===== config.mk =====
export PLATFORM = sky130hd
export DESIGN_NAME = mult_div_seq
export DESIGN_NICKNAME = d
export VERILOG_FILES = /design/src/rtl/mult_div_pkg.sv /design/src/rtl/mult_div_step.sv /design/src/rtl/mult_div_seq.sv
export SDC_FILE = /design/constraint.sdc
export NUM_CORES = 1
export LEC_CHECK = 0
export ABC_AREA = 1
export ABC_CLOCK_PERIOD_IN_PS = 2200
export CAP_MARGIN = 20
export CELL_PAD_IN_SITES_DETAIL_PLACEMENT = 1
export CELL_PAD_IN_SITES_GLOBAL_PLACEMENT = 1
export CORE_MARGIN = 1.5
export CORE_UTILIZATION = 42
export DETAILED_ROUTE_END_ITERATION = 16
export PLACE_DENSITY = 0.76
export SETUP_SLACK_MARGIN = 0.3
export SLEW_MARGIN = 25
export SYNTH_ARGS = -nofsm -noshare
export SYNTH_HDL_FRONTEND = slang
export SYNTH_SLANG_ARGS = --single-unit

===== constraint.sdc =====
create_clock -name clock0 -period 2.2 [get_ports clock0]
set_input_delay 0.44 -clock clock0 [delete_from_list [all_inputs] [get_ports clock0]]
set_output_delay 0.44 -clock clock0 [all_outputs]
set_load 0.01 [all_outputs]

===== src/rtl/mult_div_pkg.sv =====
// Shared types and helpers for the sequential divider.
// State encoding and counter sizing.
package mult_div_pkg;

  typedef enum logic [1:0] {
    IDLE = 2'd0,
    LOAD = 2'd1,
    ITER = 2'd2,
    FIX  = 2'd3
  } state_t;

  function automatic int clog2(input int v);
    int r;
    r = 0;
    for (int i = 0; i < 31; i++) begin
      if ((1 << i) < v) r = i + 1;
    end
    return r;
  endfunction

endpackage


===== src/rtl/mult_div_step.sv =====
// One restoring division step: shift in a bit, trial-subtract.
// Pure combinational; the caller holds the partial remainder.
module mult_div_step #(
  parameter int width_d = 8
) (
  input  logic [width_d:0]   rem_in,
  input  logic               bit_in,
  input  logic [width_d-1:0] dvs,
  output logic [width_d:0]   rem_out,
  output logic               q_bit
);

  logic [width_d+1:0] wide;
  logic [width_d+1:0] diff;

  assign wide = {rem_in, bit_in};
  assign diff = wide - {2'b00, dvs};

  // Sign of the widened difference decides keep vs restore.
  assign q_bit   = ~diff[width_d+1];
  assign rem_out = q_bit ? diff[width_d:0] : wide[width_d:0];

endmodule


===== src/rtl/mult_div_seq.sv =====
// Iterative restoring divider with per-operand signedness.
// Fixed latency of width_n+2 enabled edges, including divide by zero.
module mult_div_seq
  import mult_div_pkg::*;
#(
  parameter int width_n = 8,
  parameter int width_d = 8
) (
  input  logic               clock0,
  input  logic               aclr_n,
  input  logic               ena0,
  input  logic               start,
  input  logic [width_n-1:0] numer,
  input  logic [width_d-1:0] denom,
  input  logic               signa,
  input  logic               signb,
  output logic               ready,
  output logic               busy,
  output logic               done,
  output logic [width_n-1:0] quotient,
  output logic [width_d-1:0] remainder,
  output logic               div_by_zero,
  output logic               overflow
);

  localparam int cw = clog2(width_n);
  localparam logic [cw-1:0] cnt_init = cw'(width_n - 1);
  localparam logic [width_n-1:0] msb_only =
    {1'b1, {(width_n-1){1'b0}}};

  state_t state;
  logic [cw-1:0] cnt;

  logic [width_n-1:0] na;
  logic [width_d-1:0] da;
  logic [width_d-1:0] rlo;
  logic [width_d:0]   rm;
  logic sa, sb, sgn;
  logic neg_q, neg_r, dz;

  logic neg_n, neg_d;
  logic [width_d:0] rm_nxt;
  logic q_bit;

  assign neg_n = sa & na[width_n-1];
  assign neg_d = sb & da[width_d-1];

  assign ready = (state == IDLE);
  assign busy  = (state != IDLE);

  mult_div_step #(
    .width_d (width_d)
  ) u_step (
    .rem_in  (rm),
    .bit_in  (na[width_n-1]),
    .dvs     (da),
    .rem_out (rm_nxt),
    .q_bit   (q_bit)
  );

  always_ff @(posedge clock0 or negedge aclr_n) begin
    if (!aclr_n) begin
      state       <= IDLE;
      cnt         <= '0;
      na          <= '0;
      da          <= '0;
      rlo         <= '0;
      rm          <= '0;
      sa          <= 1'b0;
      sb          <= 1'b0;
      sgn         <= 1'b0;
      neg_q       <= 1'b0;
      neg_r       <= 1'b0;
      dz          <= 1'b0;
      done        <= 1'b0;
      quotient    <= '0;
      remainder   <= '0;
      div_by_zero <= 1'b0;
      overflow    <= 1'b0;
    end else if (ena0) begin
      done <= 1'b0;
      unique case (state)
        IDLE: begin
          if (start) begin
            na    <= numer;
            da    <= denom;
            sa    <= signa;
            sb    <= signb;
            state <= LOAD;
          end
        end
        LOAD: begin
          na    <= neg_n ? -na : na;
          da    <= neg_d ? -da : da;
          neg_q <= neg_n ^ neg_d;
          neg_r <= neg_n;
          dz    <= (da == '0);
          rlo   <= na[width_d-1:0];
          sgn   <= sa | sb;
          rm    <= '0;
          cnt   <= cnt_init;
          state <= ITER;
        end
        ITER: begin
          // na doubles as the quotient shift register.
          na <= {na[width_n-2:0], q_bit};
          rm <= rm_nxt;
          if (cnt == '0) state <= FIX;
          else cnt <= cnt - 1'b1;
        end
        FIX: begin
          if (dz) begin
            quotient    <= '1;
            remainder   <= rlo;
            div_by_zero <= 1'b1;
            overflow    <= 1'b0;
          end else begin
            quotient    <= neg_q ? -na : na;
            remainder   <= neg_r ? -rm[width_d-1:0]
                                 : rm[width_d-1:0];
            div_by_zero <= 1'b0;
            overflow    <= sgn & (neg_q ? (na > msb_only)
                                        : (na >= msb_only));
          end
          done  <= 1'b1;
          state <= IDLE;
        end
        default: state <= IDLE;
      endcase
    end
  end

endmodule


Word level (Yosys, flattened, before mapping)
Index checks and enable logic that the tools add are counted.
Widths: inputs -> output; s select.
Word-level totals
  register bits: 63
  input bits: 22
  output and inout bits: 21
  logic and storage cells: 74
Cells by class
  add/subtract/negate cells: 5
  $lt $le $gt $ge: 2
  equal/unequal tests: 8
  multiplexer cells: 21
  bitwise operators: 6
  reductions and logical operators: 15
Operator list (count)
  $mux 8: 8
  $neg 8->8: 3
  $pmux 8 s3: 1
  $pmux 9 s2: 1
  $pmux 8 s2: 1
  $ne 2x2->1 const B: 5
  $sub 10x8->10: 1
  $mux 9: 1
  $reduce_and 3->1: 3
  $ge 8x8->1 const B: 1
  $gt 8x8->1 const B: 1
  $logic_not 8->1: 1
  $pmux 2 s4: 1
  $reduce_and 4->1: 2
  $pmux 3 s2: 1
  $reduce_and 2->1: 3
  $reduce_bool 2->1: 3
  $eq 2x2->1 const B: 2
  $mux 1: 4
  $mux 2: 2
  $and 1x1->1: 3
  $logic_not 3->1: 1
  $mux 3: 1
  $reduce_bool 3->1: 1
  6 further kinds: 6

Logic depth before layout (Yosys ltp)
Gate-level depths: netlist (run 1).
  depth in word-level cells: 4
  gate-level depth with buffers: 13
  depth with buffers taken out: 13

Hierarchy
Synthesis (run 1) repeated with hierarchy kept, for this count alone.
Second synthesis, totals
  cell total of the unflattened synthesis: 558
  area total of the unflattened synthesis: 4033.9 µm²
By module, submodules not included
  mult_div_seq: times used 1, cells an instance 426, area each 3329.4 µm², sequential area each 1576.5 µm²
  mult_div_step: times used 1, cells an instance 132, area each 704.4 µm², sequential area each 0.0 µm²

Worst setup path after synthesis (run 1)
OpenSTA, ideal clock, no wires.
  path type: register to register
  from: reg na[7]
  to: reg rm[8]
  setup time: 0.117 ns
  arrival: 1.670 ns
  data required time: 2.083 ns
  setup slack: 0.412 ns
  cell stages (with the launch flop): 13
  buffers on the path: 0
  period minus slack after synthesis: 1.788 ns
  path through: dfrtp_1 -> inv_1 -> ha_1 -> inv_1 -> fa_1 -> nand3_1 -> nand3_1 -> nand2_1 -> nand3_1 -> nand2_1 -> nand3_1 -> nand3_1 -> nand2_1
Between the ends
  cells in the longest elaborated chain, start to end: 3
Ends and longest elaborated chain
  from (decl): RTL line mult_div_seq.sv:34  | logic [width_n-1:0] na;
  from (signal assigned): RTL line mult_div_seq.sv:85  | na <= numer;
  from (signal assigned): RTL line mult_div_seq.sv:93  | na <= neg_n ? -na : na;
  from (signal assigned): RTL line mult_div_seq.sv:106  | na <= {na[width_n-2:0], q_bit};
  $sub 10x8->10: RTL line mult_div_step.sv:17  | assign diff = wide - {2'b00, dvs};
  $mux 9: RTL line mult_div_step.sv:21  | assign rem_out = q_bit ? diff[width_d:0] : wide[width_d:0];
  $pmux 9 s2: RTL line mult_div_seq.sv:82  | unique case (state)
  to (signal assigned): RTL line mult_div_seq.sv:107  | rm <= rm_nxt;
  to (decl): RTL line mult_div_seq.sv:37  | logic [width_d:0] rm;
Every way passes these cells.
A chain may end at the register's enable or synchronous reset.

Worst setup path in the final report (run 1)
  from: reg na[7]
  to: reg rm[6]
The elaborated chain is that of the path after synthesis.

==> results of run 1 <==
-- registers in the layout (all words and copies together) (netlist names), 2 cells and up --
| signal | flops |
|---|---|
| remainder | 8 |
| cnt | 3 |
| state | 2 |
| rlo | 8 |
| na | 8 |
| rm | 9 |
| da | 8 |
| quotient | 8 |
-- layout make-up --
cell class | count | area (sq um) | area share, %
tap | 108 | 135 | 2.63
clock buffer | 9 | 124 | 2.41
clock inverter | 7 | 103 | 2.00
timing repair buffer | 81 | 718 | 14.0
inverter | 63 | 239 | 4.65
sequential | 63 | 1580 | 30.8
multi-input combinational | 376 | 2240 | 43.6
-- per-layer routing --
| layer | wire length (um) | vias to the layer above | GRT usage [%] |
|---|---|---|---|
| met3 | 352 | 12 | 4.36 |
| met5 | 0 | - | 0 |
| li1 | - | 1868 | - |
| met1 | 6020 | 1988 | 35.3 |
| met2 | 6470 | 69 | 44.5 |
| met4 | 153 | 0 | 6.50 |
-- placed cells by master, fill, tap and decap left out, drive strengths merged --
cell and instances:
nand2 138, inv 64, dfrtp 63, nand3 51
o21ai 44, buf 40, clkdlybuf4s50 39, nor2 39
a21oi 34, ha 17, o211ai 11, clkbuf 9
nand4 9, a22oi 8, xor2 7, xnor2 4
clkinv 4, or2 3, o31ai 2, o22ai 2
nand3b 2, bufinv 2, dlygate4sd2 2, a21o 1
nor3 1, a31oi 1, o22a 1, fa 1
-- power by group through the flow --
stage	registers (uW)	logic [uW]	clock network, uW
final	2100	4820	1210
after floorplan	2020	2640	0
after global placement	2050	3810	0
after global routing	2160	5290	1290
after detailed placement	2080	3950	0
after CTS	2070	4160	1230
-- final timing paths --
path                       depth (start not counted)  slack [ps]           endpoint
max                                               11         280  rm[6]$_DFFE_PN0P_
min                                                1          50  da[0]$_DFFE_PN0P_
max reg2reg                                       11         280  rm[6]$_DFFE_PN0P_
min reg2reg                                        2         480   done$_DFFE_PN0P_
max in group asynchronous                          2        1550  rm[2]$_DFFE_PN0P_
min in group clock0                                2         480   done$_DFFE_PN0P_
-- cell families (layout without fill, tap and decap cells) --
logic type                 after synthesis  count (layout)  share of synthesized area, %
AOI/OAI and AO/OA                      104             104                          15.8
xor gates and xnor gates                11              11                          2.47
adders and majority gates               18              18                          5.98
buffers and inverters                   72             160                          7.39
DFF                                     63              63                          40.5
and+or+nand+nor                        240             243                          27.8
-- stage by stage --
step	utilization, %	hold slack [ps]	total power, uW
final	58.0	49.9	8130
after global routing	58.0	61.7	8740
after CTS	54.3	54.1	7460
after detailed placement	50.7	440	6030
after global placement	50.7	439	5860
after floorplan	-	144	4660
-- Yosys cell counts --
cell type  instances  area share, %
a21o_1             1           0.19
a21oi_1           29            3.7
a21oi_2            4           0.90
a21oi_4            1           0.42
a22oi_1            8            1.5
a31oi_1            1           0.16
buf_2              2           0.26
buf_4              2           0.39
buf_6              1           0.29
clkbuf_1           4           0.39
clkinv_1           2           0.19
dfrtp_1           63             40
fa_1               1           0.51
ha_1              17            5.5
inv_1             55            5.3
inv_2              6           0.58
nand2_1          130             13
nand2_2            4           0.64
nand2_4            2           0.58
nand3_1           48            6.2
nand3_2            3           0.77
nand3b_1           2           0.39
nand4_1            6           0.96
nand4_2            2           0.64
nor2_1            33            3.2
nor2_2             4           0.64
nor2_4             2           0.58
nor3_2             1           0.26
o211ai_1          11            2.1
o21ai_0           39            5.0
o21ai_1            3           0.39
o21ai_2            2           0.45
o22a_1             1           0.22
o22ai_1            2           0.32
o31ai_1            2           0.39
or2_0              1           0.16
or2_2              2           0.32
xnor2_1            4           0.90
xor2_1             7            1.6
-- what timing repair did --
| item | in CTS | in global routing |
|---|---|---|
| setup endpoints to repair | 16 | 17 |
| cloned | 0 | 3 |
| resized for setup | 15 | 35 |
| setup buffers | 3 | 25 |
| pin swaps | 2 | 12 |
-- worst max-delay path, cell delays in order (launching register included) --
cell,delay [ps]
dfrtp_1,400
inv_2,70
ha_1,160
inv_2,60
fa_2,410
buf_4,160
nand4_1,120
nand4_1,120
nand2_1,110
nand3_1,100
nand3_2,70
nand2_1,40
==> results.md, run 1 <==
- Die area: 0.00986 sq mm
- Share of power burned in registers: 25.9%
- Placed cells: 660
- Max H-tree Level: 3
- Num CTS Buffers: 9
- Max-slew violation count: 0
- Ys Warns: 0
- Final setup TNS: 0 ps
- GPL Wtd Cong: 0.847
- # port buffers: 42
- Max_cap viols: 0
- Clock tree buffer depth: 2
- Post-synthesis sequential area ratio: 40.5%
- Switching share of power: 47.4%
- Clock Latency Late Sink: 360 ps
- GR Util All Layers: 26.3%
- Antenna violations before repair: 0
- Post-Syn Area per Cell: 7.66 sq um
- Die Ht: 99.3 um
- DRC viols: 0
- Nets: 634
- Finished layout cell area: 0.00513 sq mm
- Post-Syn Area: 0.00389 sq mm
- Worst slew margin: 65.4%
- Synthesized instance count: 508
- Share of layout cells above drive strength 1: 21.0%
- Leak: 0.00247 uW
- Core Area: 0.00885 sq mm
- Antenna-violating nets left: 0
- Setup-failing EPs final: 0
- Post-synthesis cell type count: 39
- CP Launch Type: register
- Comb pwr share: 59.2%
- Clock skew: 18.8 ps
- TritonCTS clock tree: yes
- CP startpoint: na[7]$_DFFE_PN0P_
- Non-filler cells, final: 707
- Grt ovf: 0
- Sink Count: 63
- Pre-Repair DR Iteration Count: 4
- Vias in the first global route: 4,036
- Routed wire length: 13.0 mm
- Peak supply drop: 0.000810 V
- Area after DPL: 0.00449 sq mm
- Cell Pwr Density: 1580 mW/mm^2
- DR vias: 3,937
- Die X: 99.3 um
- Initial core utilization: 44.0%
- I/O pin count: 43
- Largest net degree at the start of global routing: 38
- Hold Violations, Final: 0
- R2R Path Start: na[7]$_DFFE_PN0P_
- Achievable Freq: 519 MHz
- DP HPWL: 8.86 mm
- Via/cell ratio: 5.57
- Routed len/inst: 18.4 um
- Crit end category: register
- Net count after synthesis: 548
- Dpl ws: 171 ps
- Seq cells post-synth: 63
- Worst EP required: 2450 ps
- Internal power component: 4280 uW
- Sw power: 3860 uW
- Iteration-0 DRC Markers: 163
- Crit share post-route: 87.5%
- First-pass GRT wire length: 20.3 mm
- Worst-margin pin slew: 518 ps
- Worst Setup Slack, final: 275 ps
- Hold crit path type: primary input to asynchronous set/reset pin
- Clk Tree Root Cell: clkbuf_8
- Clk pin slew, worst setup/hold paths: 90 ps
- Fin crit period: 1920 ps
- Cts hold-fix bufs: 0
- Ant diodes: 0
- Classification of the worst setup path: register to register
- Status: finished clean
- Largest fanout on the critical path: 2
- Area Growth Syn to Fin: 31.9%
- Num rows: 34
- RSZ-0062 raised after global routing: yes
- Clock share of power: 14.9%
- Worst Path Arrival: 2170 ps
- Fill count: 1,107
Note: power is estimated with default switching activity, not from simulation.
==> run 2, diff against run 1 <==
--- a/config.mk
+++ b/config.mk
@@ -6,14 +6,14 @@
 export NUM_CORES = 1
 export LEC_CHECK = 0
 export ABC_AREA = 1
-export ABC_CLOCK_PERIOD_IN_PS = 2200
+export ABC_CLOCK_PERIOD_IN_PS = 2350
 export CAP_MARGIN = 20
 export CELL_PAD_IN_SITES_DETAIL_PLACEMENT = 1
 export CELL_PAD_IN_SITES_GLOBAL_PLACEMENT = 1
 export CORE_MARGIN = 1.5
-export CORE_UTILIZATION = 42
+export CORE_UTILIZATION = 45
 export DETAILED_ROUTE_END_ITERATION = 16
-export PLACE_DENSITY = 0.76
+export PLACE_DENSITY = 0.81
 export SETUP_SLACK_MARGIN = 0.3
 export SLEW_MARGIN = 25
 export SYNTH_ARGS = -nofsm -noshare
==> constraint.sdc (replaced) <==
create_clock -name clock0 -period 2.35 [get_ports clock0]
set_input_delay 0.47 -clock clock0 [delete_from_list [all_inputs] [get_ports clock0]]
set_output_delay 0.47 -clock clock0 [all_outputs]
set_load 0.01 [all_outputs]
==> run 2 against run 1 <==
Against the previous run: clock power decreased by 20%; via count decreased by 2.9%; first-iteration DRC count increased by 38%; hold slack improved by 13 ps; flip-flop and latch count unchanged; worst setup slack improved by 92 ps; sequential power decreased by 6%; critical path depth decreased by 1.
==> results.md, run 2 (synthesis results as in run 1) <==
- Status: finished clean
- Num rows: 33 (-2.9%)
- Worst-margin pin slew: 508 ps (-10.7 ps)
- Vias in the first global route: 3,774 (-6.5%)
- Crit path cell chain: inv_1 > ha_2 > inv_2 > nand2_1 > a21oi_2 > nor2_4 > inv_2 > nor2_1 > nand2_1 > nand2_1
- GR Util met2: 44.9% (+0.43 points)
- Classification of the worst setup path: register to register
- First-pass GRT wire length: 19.5 mm (-4.0%)
- Worst path slowest cell: dfrtp_1
- GR Util All Layers: 28.1% (+1.8 points)
- GR Util met3: 3.48% (-0.88 points)
- DP HPWL: 9.06 mm (+2.3%)
- Worst Path Arrival: 2270 ps (+100 ps)
- RSZ-0062 raised after global routing: yes
- Clock share of power: 13.9% (-1.0 points)
- Routed len/inst: 18.4 um (+0.14%)
- Clock tree buffer depth: 2 (unchanged)
- Most frequent CP cell: nand2_1
- Fin crit period: 1980 ps (+58.0 ps)
- Clock skew: 19.0 ps (+0.139 ps)
- Crit share post-route: 84.4% (-3.1 points)
- Top reg by flops: rm
- Sw power: 3400 uW (-12%)
- Max H-tree Level: 3 (unchanged)
- Via/cell ratio: 5.61 (+0.79%)
- Iteration-0 DRC Markers: 225 (+38%)
- Met1 usage: 39.6% (+4.3 points)
- Clk Tree Root Cell: clkbuf_8
- Layout Utilization: 58.2% (+0.15 points)
- Achievable Freq: 504 MHz (-2.9%)
- Largest net degree at the start of global routing: 25 (-34%)
- Die X: 96.0 um (-3.3%)
- Die Ht: 96.0 um (-3.3%)
- Hold crit path type: primary input to asynchronous set/reset pin
- DRC viols: 0 (unchanged)
- Hold Violations, Final: 0 (unchanged)
- Die area: 0.00922 sq mm (-6.5%)
- Crit end category: register
- DR vias: 3,822 (-2.9%)
- Comb pwr share: 58.0% (-1.2 points)
- Most common cell after layout, fill and taps aside: nand2_1
- # port buffers: 42 (unchanged)
- Grt ovf: 0 (unchanged)
- Ant diodes: 0 (unchanged)
- Share of power burned in registers: 28.1% (+2.2 points)
- Core Area: 0.00830 sq mm (-6.2%)
- Leak: 0.00231 uW (-6.4%)
- Most Crowded Layer GR: met2
- Antenna violations before repair: 0 (unchanged)
- Share of layout cells above drive strength 1: 14.4% (-6.6 points)
- Clock Latency Late Sink: 360 ps (about the same)
- Non-filler cells, final: 681 (-3.7%)
- Routed wire length: 12.5 mm (-3.5%)
- Setup-failing EPs final: 0 (unchanged)
- Placed cells: 653 (-1.1%)
- Final setup TNS: 0 ps (unchanged)
- Most frequent cells in the layout: nand2_1 (128), dfrtp_1 (63), inv_1 (50)
- Max-slew violation count: 0 (unchanged)
- Area Growth Syn to Fin: 24.0%
- Max_cap viols: 0 (unchanged)
- Num CTS Buffers: 9 (unchanged)
- Largest fanout on the critical path: 7 (+5)
- Switching share of power: 48.6% (+1.2 points)
- I/O pin count: 43 (unchanged)
- Antenna-violating nets left: 0 (unchanged)
- GPL Wtd Cong: 0.869 (+2.6%)
- Cell Pwr Density: 1450 mW/mm^2 (-8.4%)
- Peak supply drop: 0.000592 V (-27%)
- Nets: 611 (-3.6%)
- Clk pin slew, worst setup/hold paths: 90 ps (about the same)
- Sink Count: 63 (unchanged)
- TritonCTS clock tree: yes
- Cts hold-fix bufs: 0 (unchanged)
- Worst slew margin: 66.1% (+0.71 points)
- Delay of the slowest critical-path stage: 410 ps (about the same)
- Max FFs per register: 9 (unchanged)
- Worst Setup Slack, final: 367 ps (+92.0 ps)
- Initial core utilization: 46.9% (+2.9 points)
- CP Launch Type: register
- Worst EP required: 2640 ps (+190 ps)
- Pre-Repair DR Iteration Count: 5 (+1)
- Internal power component: 3600 uW (-16%)
- Dpl ws: 266 ps (+95.6 ps)
-- run 2: path summary, 6_finish.rpt --
kind	start	to	slack [ps]	cells past startpoint
max	state[0]$_DFFE_PN0P_	na[0]$_DFFE_PN0P_	370	10
min	aclr_n	rm[7]$_DFFE_PN0P_	60	1
max reg2reg	state[0]$_DFFE_PN0P_	na[0]$_DFFE_PN0P_	370	10
min reg2reg	cnt[0]$_DFFE_PN0P_	cnt[0]$_DFFE_PN0P_	480	1
max in group asynchronous	aclr_n	na[4]$_DFFE_PN0P_	1560	2
min in group clock0	cnt[0]$_DFFE_PN0P_	cnt[0]$_DFFE_PN0P_	480	1
-- run 2: what timing repair did --
item	in CTS	in global routing
setup endpoints to repair	5	10
pin swaps	0	5
resized for setup	7	19
buffers inserted	1	10
gates cloned	0	1
-- run 2: metrics by stage --
step / total power, uW / hold slack, ps / cell area [sq um]
after floorplan: 4360 / 174 / 3890
after global placement: 5460 / 456 / 4440
after detailed placement: 5620 / 456 / 4440
after CTS: 6650 / 67.4 / 4660
after global routing: 7600 / 90.7 / 4830
final: 7000 / 62.9 / 4830
-- run 2: cell type report --
| cell class | count | area [sq um] |
|---|---|---|
| fill | 1047 | 3470 |
| multi-input combinational | 374 | 2140 |
| sequential | 63 | 1580 |
| timing repair buffer | 60 | 548 |
| inverter | 63 | 236 |
| tap | 105 | 131 |
| clock buffer | 9 | 124 |
| clock inverter | 7 | 71.3 |
-- run 2: power groups by stage --
stage | Clock, uW | Combinational, uW | Sequential (uW)
CTS | 980 | 3730 | 1940
finish | 971 | 4060 | 1970
floorplan | 0 | 2470 | 1890
global route | 1030 | 4550 | 2010
global placement | 0 | 3530 | 1930
detailed placement | 0 | 3650 | 1970
-- run 2: worst max-delay path, delay by kind of cell (launching register included) --
kind / cells / cell delay (ps)
flip-flops: 1 / 410
AO/OA/AOI/OAI: 1 / 80
adder cells (fa/ha/maj): 1 / 300
AND/OR/NAND/NOR: 5 / 740
buffers and inverters: 3 / 390
-- run 2: routing by layer --
metal / vias to the layer above / part of all wire, %
met4: 0 / 1.5
li1: 1811 / -
met3: 17 / 4.1
met1: 1885 / 46
met5: - / 0
met2: 109 / 48
==> run 3, diff against run 2 <==
--- a/config.mk
+++ b/config.mk
@@ -6,14 +6,14 @@
 export NUM_CORES = 1
 export LEC_CHECK = 0
 export ABC_AREA = 1
-export ABC_CLOCK_PERIOD_IN_PS = 2350
+export ABC_CLOCK_PERIOD_IN_PS = 2000
 export CAP_MARGIN = 20
 export CELL_PAD_IN_SITES_DETAIL_PLACEMENT = 1
 export CELL_PAD_IN_SITES_GLOBAL_PLACEMENT = 1
 export CORE_MARGIN = 1.5
-export CORE_UTILIZATION = 45
+export CORE_UTILIZATION = 42
 export DETAILED_ROUTE_END_ITERATION = 16
-export PLACE_DENSITY = 0.81
+export PLACE_DENSITY = 0.76
 export SETUP_SLACK_MARGIN = 0.3
 export SLEW_MARGIN = 25
 export SYNTH_ARGS = -nofsm -noshare
==> constraint.sdc (replaced) <==
create_clock -name clock0 -period 2 [get_ports clock0]
set_input_delay 0.4 -clock clock0 [delete_from_list [all_inputs] [get_ports clock0]]
set_output_delay 0.4 -clock clock0 [all_outputs]
set_load 0.01 [all_outputs]
==> run 3 against run 2 <==
Against the previous run: flip-flop and latch count stayed put; maximum frequency is 6.8% higher; critical path depth is the same; largest cell class unchanged; critical endpoint is now rm[4]$_DFFE_PN0P_; highest routed layer unchanged; critical path type unchanged; non-clock buffer count grew 38.
==> results.md, run 3 (synthesis results as in run 1) <==
- Status: finished clean
- Crit end category: register
- Most common cell after layout, fill and taps aside: nand2_1
- Bufs and invs on worst path: 1 (-2)
- Pre-Repair DR Iteration Count: 5 (unchanged)
- Area Growth Syn to Fin: 41.3%
- Achievable Freq: 539 MHz (+6.8%)
- Worst Path Arrival: 2100 ps (-170 ps)
- Layout Utilization: 62.2% (+4.0 points)
- Routed len/inst: 19.9 um (+8.4%)
- # port buffers: 42 (unchanged)
- Clock tree buffer depth: 2 (unchanged)
- GR Util All Layers: 28.1% (about the same)
- Core Area: 0.00885 sq mm (+6.6%)
- Sink Count: 63 (unchanged)
- Delay of the slowest critical-path stage: 400 ps (about the same)
- CP Launch Type: register
- Clock skew: 11.6 ps (-7.37 ps)
- Classification of the worst setup path: register to register
- Num CTS Buffers: 9 (unchanged)
- Cell family with most CP delay: simple AND/OR/NAND/NOR gates
- Setup-failing EPs final: 0 (unchanged)
- DRC viols: 0 (unchanged)
- Worst slew margin: 67.2% (+1.1 points)
- Leak: 0.00265 uW (+14%)
- First-pass GRT wire length: 21.6 mm (+11%)
- Iteration-0 DRC Markers: 180 (-20%)
- Final setup TNS: 0 ps (unchanged)
- RSZ-0062 raised after global routing: yes
- Max H-tree Level: 3 (unchanged)
- Largest net degree at the start of global routing: 38 (+52%)
- Fill count: 1,075 (+2.7%)
- Die X: 99.3 um (+3.4%)
- Via/cell ratio: 5.68 (+1.2%)
- Clk Tree Root Cell: clkbuf_8
- Top reg by flops: rm
- Largest fanout on the critical path: 5 (-2)
- Hold Violations, Final: 0 (unchanged)
- TritonCTS clock tree: yes
- Max FFs per register: 9 (unchanged)
- Antenna-violating nets left: 0 (unchanged)
- Most frequent cells in the layout: nand2_1 (114), dfrtp_1 (60), buf_4 (53)
- Peak supply drop: 0.000830 V (+40%)
- DR vias: 4,124 (+7.9%)
- Worst EP required: 2250 ps (-390 ps)
- I/O pin count: 43 (unchanged)
- Max-slew violation count: 0 (unchanged)
- Die Ht: 99.3 um (+3.4%)
- Most frequent CP cell: nand2_2
- Seq. cell area: 0.00158 sq mm (+0.24%)
- Multi-input logic area: 0.00244 sq mm (+14%)
- DP HPWL: 9.07 mm (about the same)
- Worst-margin pin slew: 491 ps (-16.5 ps)
- Worst path slowest cell: dfrtp_1
- Hold crit path type: register to register
- Hold_sp: cnt[0]$_DFFE_PN0P_
- CP startpoint: da[6]$_DFFE_PN0P_
- GPL Wtd Cong: 0.883 (+1.6%)
- Share of layout cells above drive strength 1: 29.9% (+16 points)
- Worst Setup Slack, final: 143 ps (-224 ps)
- Num rows: 34 (+3.0%)
- Antenna violations before repair: 0 (unchanged)
- Nets: 653 (+6.9%)
- Crit path cell chain: inv_2 > ha_4 > nand2_2 > nand2_2 > a21oi_4 > nand3_4 > nand2_4 > nand3_2 > nand3_1 > nand2_1
- R2R Path Start: da[6]$_DFFE_PN0P_
- Clock Latency Late Sink: 360 ps (about the same)
- Initial core utilization: 44.0% (-2.9 points)
- Max_cap viols: 0 (unchanged)
- Die area: 0.00986 sq mm (+6.9%)
- Crit share post-route: 92.8% (+8.5 points)
- Grt ovf: 0 (unchanged)
- Fin crit period: 1860 ps (-126 ps)
- Ant diodes: 0 (unchanged)
- Cell Pwr Density: 1780 mW/mm^2 (+22%)
- Routed wire length: 14.5 mm (+16%)
- Dpl ws: 9.58 ps (-257 ps)
- Clk pin slew, worst setup/hold paths: 80 ps (about the same)
- Vias in the first global route: 4,309 (+14%)
-- run 3: changes by cell type in the layout (fill, tap and decap cells not counted), sizes merged --
cell,delta
nand4,+1
nand2,+1
nor2,+1
inv,-1
clkinv,-1
dlygate4sd3,+1
dlygate4sd2,-2
clkdlybuf4s50,-4
bufinv,+1
clkbuf,+2
clkdlybuf4s15,+1
dlymetal6s2s,+4
buf,+38
-- run 3: repair_timing --
item	CTS	global route
buffers inserted	12	21
gates resized for setup	57	57
endpoints found under the setup margin	20	46
pin swaps	22	24
hold buffers	1	0
cloned	3	2
endpoints found under the hold margin	13	0
-- run 3: power by group --
group	switching, uW	total (uW)	internal [uW]
Clock	550	1320	768
Sequential	491	2310	1820
Combinational	3600	6140	2540
-- run 3: worst paths after layout --
check / slack [ps] / cells past startpoint / end
max: 140 / 10 / rm[4]$_DFFE_PN0P_
max reg2reg: 140 / 10 / rm[4]$_DFFE_PN0P_
min: 480 / 1 / cnt[0]$_DFFE_PN0P_
max in group asynchronous: 890 / 3 / rm[1]$_DFFE_PN0P_
min in group asynchronous: 540 / 2 / da[6]$_DFFE_PN0P_
min reg2reg: 480 / 1 / cnt[0]$_DFFE_PN0P_
-- run 3: final cells by class --
type	instances	share of cell area [%]
Sequential cell	63	28.7
Clock inverter	5	1.46
Inverter	63	4.53
Multi-Input combinational cell	377	44.3
Timing Repair Buffer	98	15.6
Clock buffer	11	2.75
Tap cell	108	2.46
Timing Repair inverter	1	0.136
-- run 3: metal layers --
| layer | global-route usage, % | wire length [um] | share of wire (%) |
|---|---|---|---|
| met4 | 8.56 | 369 | 2.5 |
| met2 | 47.6 | 7360 | 51 |
| met1 | 36.9 | 6280 | 43 |
| met3 | 4.85 | 480 | 3.3 |
| met5 | 0 | 0 | 0 |
-- run 3: per-stage QoR --
| stage | total power [uW] | area [sq um] | hold WS (ps) | std cells |
|---|---|---|---|---|
| 2_1_floorplan | 5130 | 3900 | 104 | 508 |
| 3_3_place_gp | 6640 | 4570 | 343 | 671 |
| 3_5_place_dp | 6790 | 4570 | 349 | 671 |
| 4_1_cts | 8780 | 5160 | 482 | 703 |
| 5_1_grt | 10400 | 5500 | 510 | 726 |
| 6_report | 9770 | 5500 | 483 | 726 |
